<file path="src/rtl/can_bus_fabric.sv">
// Wired-AND CAN bus model: lane resolve, fault injection, delay line, monitor.
// Ports: CLK/RST, tx_lo/tx_hi in, fault_mode/fault_arm in, rx_lo/rx_hi,
// sof_count, dom_run_err, done out.
module can_bus_fabric #(
  parameter int NODES     = 2,
  parameter int DELAY     = 1,
  parameter int BIT_TICKS = 4,
  parameter int RUN_LEN   = 120
) (
  input  logic             CLK,
  input  logic             RST,
  input  logic [NODES-1:0] tx_lo,
  input  logic [NODES-1:0] tx_hi,
  input  logic [1:0]       fault_mode,
  input  logic             fault_arm,
  output logic             rx_lo,
  output logic             rx_hi,
  output logic [15:0]      sof_count,
  output logic             dom_run_err,
  output logic             done
);

  localparam int TW = $clog2(BIT_TICKS + 1);
  localparam int CW = $clog2(RUN_LEN + 1);
  localparam logic [TW-1:0] TLAST = TW'(BIT_TICKS - 1);
  localparam logic [TW-1:0] TSAMP = TW'(BIT_TICKS / 2);
  localparam logic [TW-1:0] WLEN  = TW'(BIT_TICKS);
  localparam logic [CW-1:0] CLAST = CW'(RUN_LEN);

  logic          bus_lo, bus_hi;
  logic          f_lo, f_hi;
  logic          win_act;
  logic [TW-1:0] win_q, win_d;
  logic [TW-1:0] tick_q, tick_d;
  logic [3:0]    rec_q, rec_d;
  logic [2:0]    dom_q, dom_d;
  logic [15:0]   sof_q, sof_d;
  logic          err_q, err_d;
  logic [CW-1:0] cyc_q, cyc_d;
  logic          done_q, done_d;

  assign bus_lo  = &tx_lo;
  assign bus_hi  = &tx_hi;
  assign win_act = (win_q != '0);

  always_comb begin
    f_lo = bus_lo;
    f_hi = bus_hi;
    unique case (fault_mode)
      2'd1: begin f_lo = 1'b0; f_hi = 1'b0; end
      2'd2: begin f_lo = 1'b1; f_hi = 1'b1; end
      2'd3: begin f_lo = bus_lo ^ win_act; f_hi = bus_hi ^ win_act; end
      default: ;
    endcase
  end

  // Arm is only honoured while idle, so a running window is never extended.
  always_comb begin
    win_d = '0;
    if (win_act)
      win_d = win_q - TW'(1);
    else if (fault_arm && fault_mode == 2'd3)
      win_d = WLEN;
  end

  generate
    if (DELAY == 0) begin : g_nodly
      assign rx_lo = f_lo;
      assign rx_hi = f_hi;
    end else begin : g_dly
      logic [DELAY-1:0] lo_q, hi_q;
      always_ff @(posedge CLK) begin
        if (RST) begin
          lo_q <= '1;
          hi_q <= '1;
        end else begin
          lo_q[0] <= f_lo;
          hi_q[0] <= f_hi;
          for (int i = 1; i < DELAY; i++) begin
            lo_q[i] <= lo_q[i-1];
            hi_q[i] <= hi_q[i-1];
          end
        end
      end
      assign rx_lo = lo_q[DELAY-1];
      assign rx_hi = hi_q[DELAY-1];
    end
  endgenerate

  always_comb begin
    tick_d = (tick_q == TLAST) ? '0 : tick_q + TW'(1);
    rec_d  = rec_q;
    dom_d  = dom_q;
    sof_d  = sof_q;
    err_d  = err_q;
    if (tick_q == TSAMP) begin
      if (rx_lo) begin
        rec_d = (rec_q == 4'd11) ? 4'd11 : rec_q + 4'd1;
        dom_d = '0;
      end else begin
        // A dominant sample after 11 recessive ones is a start of frame.
        if (rec_q == 4'd11 && sof_q != 16'hFFFF)
          sof_d = sof_q + 16'd1;
        rec_d = '0;
        dom_d = (dom_q == 3'd6) ? 3'd6 : dom_q + 3'd1;
        if (dom_d == 3'd6)
          err_d = 1'b1;
      end
    end
  end

  always_comb begin
    cyc_d  = (cyc_q == CLAST) ? cyc_q : cyc_q + CW'(1);
    done_d = done_q | (cyc_d == CLAST);
  end

  always_ff @(posedge CLK) begin
    if (RST) begin
      win_q  <= '0;
      tick_q <= '0;
      rec_q  <= '0;
      dom_q  <= '0;
      sof_q  <= '0;
      err_q  <= 1'b0;
      cyc_q  <= '0;
      done_q <= 1'b0;
    end else begin
      win_q  <= win_d;
      tick_q <= tick_d;
      rec_q  <= rec_d;
      dom_q  <= dom_d;
      sof_q  <= sof_d;
      err_q  <= err_d;
      cyc_q  <= cyc_d;
      done_q <= done_d;
    end
  end

  assign sof_count   = sof_q;
  assign dom_run_err = err_q;
  assign done        = done_q;

endmodule
</file>
<file path="config.mk">
export PLATFORM = sky130hd
export DESIGN_NAME = can_bus_fabric
export DESIGN_NICKNAME = d
export VERILOG_FILES = /design/src/rtl/can_bus_fabric.sv
export SDC_FILE = /design/constraint.sdc
export NUM_CORES = 1
export LEC_CHECK = 0
export BUFFER_PORTS_ARGS = -buffer_cell sky130_fd_sc_hd__buf_2
export CAP_MARGIN = 10
export CORE_MARGIN = 5
export CORE_UTILIZATION = 56
export DETAILED_ROUTE_END_ITERATION = 7
export HOLD_SLACK_MARGIN = 0.08
export PLACE_DENSITY = 0.81
export SYNTH_ARGS = -nofsm -noshare
export SYNTH_HDL_FRONTEND = slang
export SYNTH_SLANG_ARGS = --single-unit
</file>
<file path="constraint.sdc">
create_clock -name CLK -period 2.5 [get_ports CLK]
set_input_delay 0.5 -clock CLK [delete_from_list [all_inputs] [get_ports CLK]]
set_output_delay 0.5 -clock CLK [all_outputs]
set_load 0.02 [all_outputs]
</file>
# [Word level (Yosys, flattened, before mapping)]
# Index checks and enable logic that the tools add are counted.
# Widths: inputs -> output; s select.
[op_classes] bitwise=4 add_sub_neg=6 eq_ne=11 n_mux=9 n_reduce_logical=8
[op_table] cell="$add 16x1->16 const B" count=1
[op_table] cell="$ne 16x16->1 const B" count=1
[op_table] cell="$eq 7x7->1 const B" count=2
[op_table] cell="$mux 3" count=4
[op_table] cell="$mux 4" count=2
[op_table] cell="$add 7x1->7 const B" count=1
[op_table] cell="$mux 7" count=1
[op_table] cell="$add 3x1->3 const B" count=2
[op_table] cell="$eq 3x2->1 const B" count=2
[op_table] cell="$eq 3x3->1 const B" count=2
[op_table] cell="$pmux 1 s3" count=2
[op_table] cell="$reduce_and 3->1" count=2
[op_table] cell="$add 4x1->4 const B" count=1
[op_table] cell="$eq 2x2->1 const B" count=2
[op_table] cell="$eq 4x4->1 const B" count=1
[op_table] cell="$reduce_and 2->1" count=2
[op_table] cell="$reduce_bool 3->1" count=1
[op_table] cell="$sub 3x1->3 const B" count=1
[op_table] cell="$eq 2x1->1 const B" count=1
[op_table] cell="$logic_and 1x1->1" count=2
[op_table] cell="$reduce_or 2->1" count=1
[op_table] cell="$xor 1x1->1" count=2
[op_table] cell="$not 1->1" count=1
[op_table] cell="$or 1x1->1" count=1
[word_totals] word_cells=48 reg_bits=40 out_inout_bits=20

# [Depth between registers and ports, before layout]
# Gate-level depths: netlist of the first run.
[depth] word_depth=4 ltp_mapped=8 depth_no_buf=7

# [Least setup slack after synthesis of the first run]
# No wires, ideal clock.
[synth_timing] path_kind="reg-to-reg" start="reg sof_q[0], in the netlist sof_count[0]" end="reg sof_q[1], in the netlist sof_count[1]" period_less_slack_ns=1.881 setup_ns=0.071 stages_incl_launch_ff=7 path_slack_ns=0.619 arrival_time_ns=1.811 cell_sequence="dfxtp_1 > ha_1 > and3_1 > and4bb_2 > clkbuf_1 > or3b_2 > a21oi_1"
[synth_via] elab_chain_cells=3 elab_cells_between_ends=4 classes_between="1 x add/sub; 1 x eq/ne; 2 x reduce/logical"
[synth_rtl] item="start: declaration" line="37" text="logic [15:0] sof_q, sof_d;"
[synth_rtl] item="start signal: assignment" line="123" text="sof_q <= '0;"
[synth_rtl] item="start signal: assignment" line="132" text="sof_q <= sof_d;"
[synth_rtl] item="parallel branches: the longest is 3 deep, another holds $add 16x1->16"
# Several ways; the timed one is not identified.
# A chain may end at the register's enable or synchronous reset.

# [Final worst setup path of the first run]
[layout_timing] start="reg tick_q[0]" end="reg sof_q[13], in the netlist sof_count[13]"
[layout_via] elab_chain_cells=2
[layout_rtl] item="start: declaration" line="34" text="logic [TW-1:0] tick_q, tick_d;"
[layout_rtl] item="start signal: assignment" line="129" text="tick_q <= tick_d;"
[layout_rtl] item="$eq 3x2->1" line="96" text="if (tick_q == TSAMP) begin"
[layout_rtl] item="$reduce_and 3->1 (no line)"
# Every way passes these cells.

==> results of run 1 <==
-- report_power, final --
group	switching, mW	internal [mW]
sequential	0.0252	0.677
combinational	0.119	0.0985
clock	0.193	0.160
-- routing by layer --
metal | routed length, um | part of all wire (%)
met1 | 1690 | 46
met2 | 1720 | 47
met3 | 216 | 5.8
met4 | 64 | 1.7
met5 | 0 | 0
-- synthesized netlist by cell type, drive strengths merged (2+ instances only) --
| cell | instances | area (um^2) |
|---|---|---|
| inv | 14 | 52.6 |
| o211ai | 4 | 30.0 |
| nor2 | 14 | 52.6 |
| xnor2 | 4 | 35.0 |
| nor3 | 10 | 50.1 |
| buf | 2 | 10.0 |
| a21oi | 22 | 110 |
| a22oi | 3 | 22.5 |
| dfxtp | 40 | 801 |
| xor2 | 2 | 17.5 |
| or3 | 6 | 37.5 |
| o21ai | 10 | 50.1 |
| nand2 | 20 | 75.1 |
| and4 | 3 | 26.3 |
| nand4 | 5 | 46.3 |
| and3 | 3 | 18.8 |
| clkbuf | 6 | 22.5 |
| ha | 11 | 138 |
| o31ai | 11 | 82.6 |
| mux2i | 2 | 20.0 |
| or4 | 9 | 67.6 |
| nand2b | 3 | 18.8 |
| a31oi | 3 | 18.8 |
| nand3 | 7 | 35.0 |
| nor2b | 2 | 12.5 |
-- worst min-delay path, delay by kind of cell --
kind / cells / cell delay [ps]
AND/OR/NAND/NOR: 1 / 60
AO/OA/AOI/OAI: 1 / 60
buffers and inverters: 1 / 110
-- registers in the layout (all words and copies together) (netlist names) --
name         count
cyc_q            7
dom_q            3
dom_run_err      1
done             1
rec_q            4
rx_hi            1
rx_lo            1
sof_count       16
tick_q           3
win_q            3
-- worst max-delay path by stage --
stage                             from             to  slack (ps)  depth (start not counted)
after floorplan           sof_count[0]   sof_count[1]         620                          6
after global placement       tick_q[0]   sof_count[4]         620                          6
after CTS                    tick_q[0]  sof_count[14]         510                          6
after detailed placement     tick_q[0]  sof_count[14]         540                          6
after global routing         tick_q[0]  sof_count[14]         310                          6
final                        tick_q[0]  sof_count[13]         530                          6
-- final cells by class --
class,count,area (um^2)
fillers,324,1140
flip-flops and latches,40,801
multi-input cells,167,1090
clock buffers,7,65.1
repair buffers,30,155
well taps,46,57.6
inverters,14,52.6
-- logic make-up after synthesis --
kind of cell	count (synthesis)
xor+xnor	6
fa+ha+maj	11
flops	40
simple gates	89
mux	2
buf+inv	22
compound gates	59
==> summary.txt, run 1 <==
Outcome
  • Status: finished clean

Clock network
  • Clk buf depth: 2
  • Post-cts hold buffer count: 0
  • CTS root buffer: clkbuf_4
  • CTS tree: yes
  • Post-CTS setup repair buffer count: 0
  • Clock Latency Late Sink: 340 ps
  • Clock slew at reported path FFs: 110 ps
  • H-tree levels: 2
  • Total clock sinks: 40
  • Num CTS Buffers: 5
  • Cts repair resizes: 0

Floorplanning
  • Core ar.: 3360 um^2
  • Chip Width: 69.4 um
  • Die Ht: 69.4 um
  • Starting Density: 58.7%
  • Die ar.: 4810 um^2
  • I/O pin count: 29
  • Core Rows: 21

Global route
  • GR Layer Usage met1: a little under a fifth
  • GRT met3 Usage: 4.78%
  • Global-route usage over all layers: 15.6%
  • Total gr overflow: 0
  • Vias in the first global route: approximately 1,500
  • GR peak layer: met2
  • Global-route wire length before repair: 6310 um
  • GRT met2 Usage: 26.8%
  • Initial antenna violation count: 0
  • Largest net degree at the start of global routing: 41

Yosys
  • EDFF count, synth: 0
  • Synth Area in Compound Gates: 18.5%
  • Main synth FF type: dfxtp_1
  • Largest family of logic cells by synthesized area: simple AND/OR/NAND/NOR gates
  • Post-synthesis adder-cell area fraction: around 7.0%
  • Synth Instances: 229
  • Synth Net Count: 249
  • Post-Syn Area: 1970 um^2
  • Simple-Gate Fraction of Synth Area: about 26%
  • XOR/XNOR share of the synthesized area: roughly 2.7%
  • Seq/Total Area, Yosys: between 40% and 50%
  • Synth warn: 0
  • Netlist cell types: 39
  • Flops & latches, synth: 40
  • Syn Area/Cell: around 8.6 um^2
  • Mux share of post-synthesis cell area: between 1 and 1.5%
  • Async SR Flop Fraction: 0%

STA
  • Hold Vio Cnt, Final: 0
  • Fin crit share: between 70% and 80%
  • Slew HR: 62.4%
  • Fin crit period: slightly below 2000 ps
  • PnR worst setup slack: 526 ps
  • WHS: 412 ps
  • Setup TNS: 0 ps
  • Fmax: 0.507 GHz
  • Tightest Pin Transition: 560 ps
  • Setup violators final: 0
  • Max-slew violations: 0
  • Clk_skew: 3.90 ps
  • Unrepaired setup endpoints after global routing: false

Hold path
  • Hold Path Depth: 3
  • Min-delay src: fault_mode[1]
  • Worst Hold End: rx_hi
  • Type of the worst min-delay path: in -> reg

Placement
  • Placed inst area: 2150 um^2
  • Placement Setup Slack: 542 ps
  • I/O Buffers: 28
  • DPL Wire Length: approximately 2700 um
  • Dpl cells: 297
  • Placer Congestion: 0.792

Critical path
  • Reg2reg end: sof_count[13]
  • Crit Path Max Fanout: 9
  • Slowest-stage cell, CP: or4_1
  • CP cell instances: inv_1 -> ha_1 -> nor3b_4 -> nand4_4 -> or4_1 -> a21oi_1
  • Worst setup EP type: register
  • Worst path max stage delay: between 500 and 600 ps
  • Delay-heaviest family, CP: simple AND/OR/NAND/NOR gates
  • FF-to-FF setup slack: 530 ps
  • Buf+Inv Stages, Crit Path: 1
  • Worst r2r src: tick_q[0]
  • Worst r2r path cells: 6
  • Worst path arrival time: 2250 ps
  • Setup CP Type: reg -> reg
  • Crit start category: register
  • WP data required: 2770 ps

Finish
  • Nets@finish: 278
  • Antenna diodes: 0
  • Area Overhead vs Synth: 12.4%
  • Post-route cell area: roughly 2200 um^2
  • Most frequent cells in the layout: 40 x dfxtp_1, 28 x buf_2, 22 x a21oi_1
  • Commonest non-fill, non-tap cell in the layout: dfxtp_1
  • Final cell count without fillers: 304
  • Fin util: 66.0%
  • Layout cell share with drive strength beyond 1: 16.7%

Routing
  • Detail Route Antenna Nets: 0
  • Via count: between 1,500 and 2,000
  • Mean routed wirelength per cell: approximately 12 um
  • Drt via density: 5.63
  • Pre-antenna DRT Iters: 4
  • Total Wirelength: 3690 um
  • DR DRC count: 0
  • DRT iter0 DRCs: ~120

Power
  • Worst VDD drop: ~0.44 mV
  • Tot Pwr: 1.27 mW
  • PwrDens: 573 nW/um^2
  • LEAKAGE: about 0.86 nW

Flow run
  • Max Cap Violations: 0
(Power assumes the default switching activity.)
==> run 2, diff against run 1 <==
==> constraint.sdc (replaced) <==
create_clock -name CLK -period 2.05 [get_ports CLK]
set_input_delay 0.41 -clock CLK [delete_from_list [all_inputs] [get_ports CLK]]
set_output_delay 0.41 -clock CLK [all_outputs]
set_load 0.02 [all_outputs]
==> run 2 against run 1 <==
Hold slack got worse by 99 ps. Highest routed layer unchanged. Critical path depth decreased by 1. Combinational power increased by 25%. Critical endpoint is now done. Critical path type unchanged. Largest power group unchanged. Register-to-register slack got worse by 350 ps. Clock skew increased by 12 ps.
==> summary.txt, run 2 (synthesis results as in run 1) <==
STA
  • Max-slew violations: 0
  • Slew HR: around 70%
  • Tightest Pin Transition: approximately 470 ps
  • Setup TNS: 0 ps
  • Fmax: 0.533 GHz
  • Fin crit share: 91.6%
  • Setup violators final: 0
  • Fin crit period: 1880 ps
  • Hold Vio Cnt, Final: 0
  • WHS: between 300 and 400 ps
  • Unrepaired setup endpoints after global routing: false
  • PnR worst setup slack: 173 ps
  • Clk_skew: 15.4 ps

Routing
  • Via count: ~1,700
  • DR DRC count: 0
  • Mean routed wirelength per cell: 12.1 um
  • Total Wirelength: roughly 3700 um
  • Drt via density: 5.64
  • Detail Route Antenna Nets: 0
  • Pre-antenna DRT Iters: 4
  • DRT iter0 DRCs: 95

Critical path
  • WP data required: roughly 2300 ps
  • Worst setup EP type: register
  • Crit start category: register
  • Worst path arrival time: 2140 ps
  • CP cell instances: ha_1 -> nand3_1 -> xor2_1 -> or4b_2 -> o32ai_1
  • Worst r2r path cells: 5
  • Worst path max stage delay: ~600 ps
  • Setup CP Type: reg -> reg
  • Crit Path Max Fanout: 5
  • Slowest-stage cell, CP: or4b_2

Finish
  • Area Overhead vs Synth: 14.7%
  • Fin util: 67.3%
  • Antenna diodes: 0
  • Commonest non-fill, non-tap cell in the layout: dfxtp_1
  • Nets@finish: 280
  • Layout cell share with drive strength beyond 1: between 10% and 20%
  • Most frequent cells in the layout: 40 x dfxtp_1, 28 x buf_2, 22 x a21oi_1
  • Max reg flops: 16
  • Post-route cell area: 2260 um^2
  • # fillers: 307
  • Final cell count without fillers: just over 300

Flow run
  • Max Cap Violations: 0

Power
  • Tot Pwr: roughly 1.7 mW
  • Worst VDD drop: 0.575 mV
  • LEAKAGE: 0.882 nW
  • PwrDens: 750 nW/um^2

Global route
  • Initial antenna violation count: 0
  • Largest net degree at the start of global routing: just over 40
  • Total gr overflow: 0
  • Vias in the first global route: 1,625
  • Global-route wire length before repair: 6840 um
  • Global-route usage over all layers: 17.0%

Clock network
  • Total clock sinks: 40
  • Clock slew at reported path FFs: ~110 ps
  • Num CTS Buffers: 5
  • CTS tree: yes
  • CTS root buffer: clkbuf_4
  • H-tree levels: 2
  • Cts repair resizes: 0
  • Post-cts hold buffer count: 0
  • Clk buf depth: 2
  • Clock Latency Late Sink: roughly 350 ps
  • Post-CTS setup repair buffer count: 0

Placement
  • Placed inst area: 2170 um^2
  • DPL Wire Length: between 2000 and 3000 um
  • I/O Buffers: 28
  • Placer Congestion: 0.817
  • Placement Setup Slack: about 200 ps
  • Dpl cells: 299

Floorplanning
  • Die Ht: 69.4 um
  • I/O pin count: 29
  • Core Rows: 21
  • Die ar.: about 4800 um^2
  • Chip Width: between 60 and 70 um
  • Starting Density: approximately 59%
  • Core ar.: 3360 um^2

Hold path
  • Type of the worst min-delay path: in -> reg
  • Hold Path Depth: 3

Outcome
  • Status: finished clean
-- run 2: where the power goes --
group	total (mW)	leakage (nW)	switching, mW	internal, mW
Sequential	0.856	0.325	0.0302	0.825
Combinational	0.273	0.506	0.150	0.123
Clock	0.569	0.0515	0.246	0.324
-- run 2: final timing paths --
path	endpoint	from	slack, ps
max reg2reg	done	cyc_q[0]	170
min	rx_hi	fault_mode[1]	310
max	done	cyc_q[0]	170
min reg2reg	win_q[0]	win_q[0]	440
-- run 2: critical path, delay by kind of cell, from the launching register on --
family	cells	cell delay (ps)
simple gates	2	710
flops	1	420
fa+ha+maj	1	270
compound gates	1	220
xor+xnor	1	170
-- run 2: final cells by class --
class	instances	area [um^2]	share of cell area, %
clock buffer	7	65.1	2.87
clock inverter	1	30.0	1.33
inverter	14	52.6	2.32
multi-input combinational	167	1090	48.0
sequential	40	801	35.4
tap	46	57.6	2.54
timing repair buffer	32	170	7.52
-- run 2: layer usage --
metal	vias up	GRT usage [%]	share of wire [%]
met2	32	28.1	47
li1	906	-	-
met5	-	0	0
met3	7	6.38	6.5
met1	786	19.7	45
met4	0	7.16	1.8
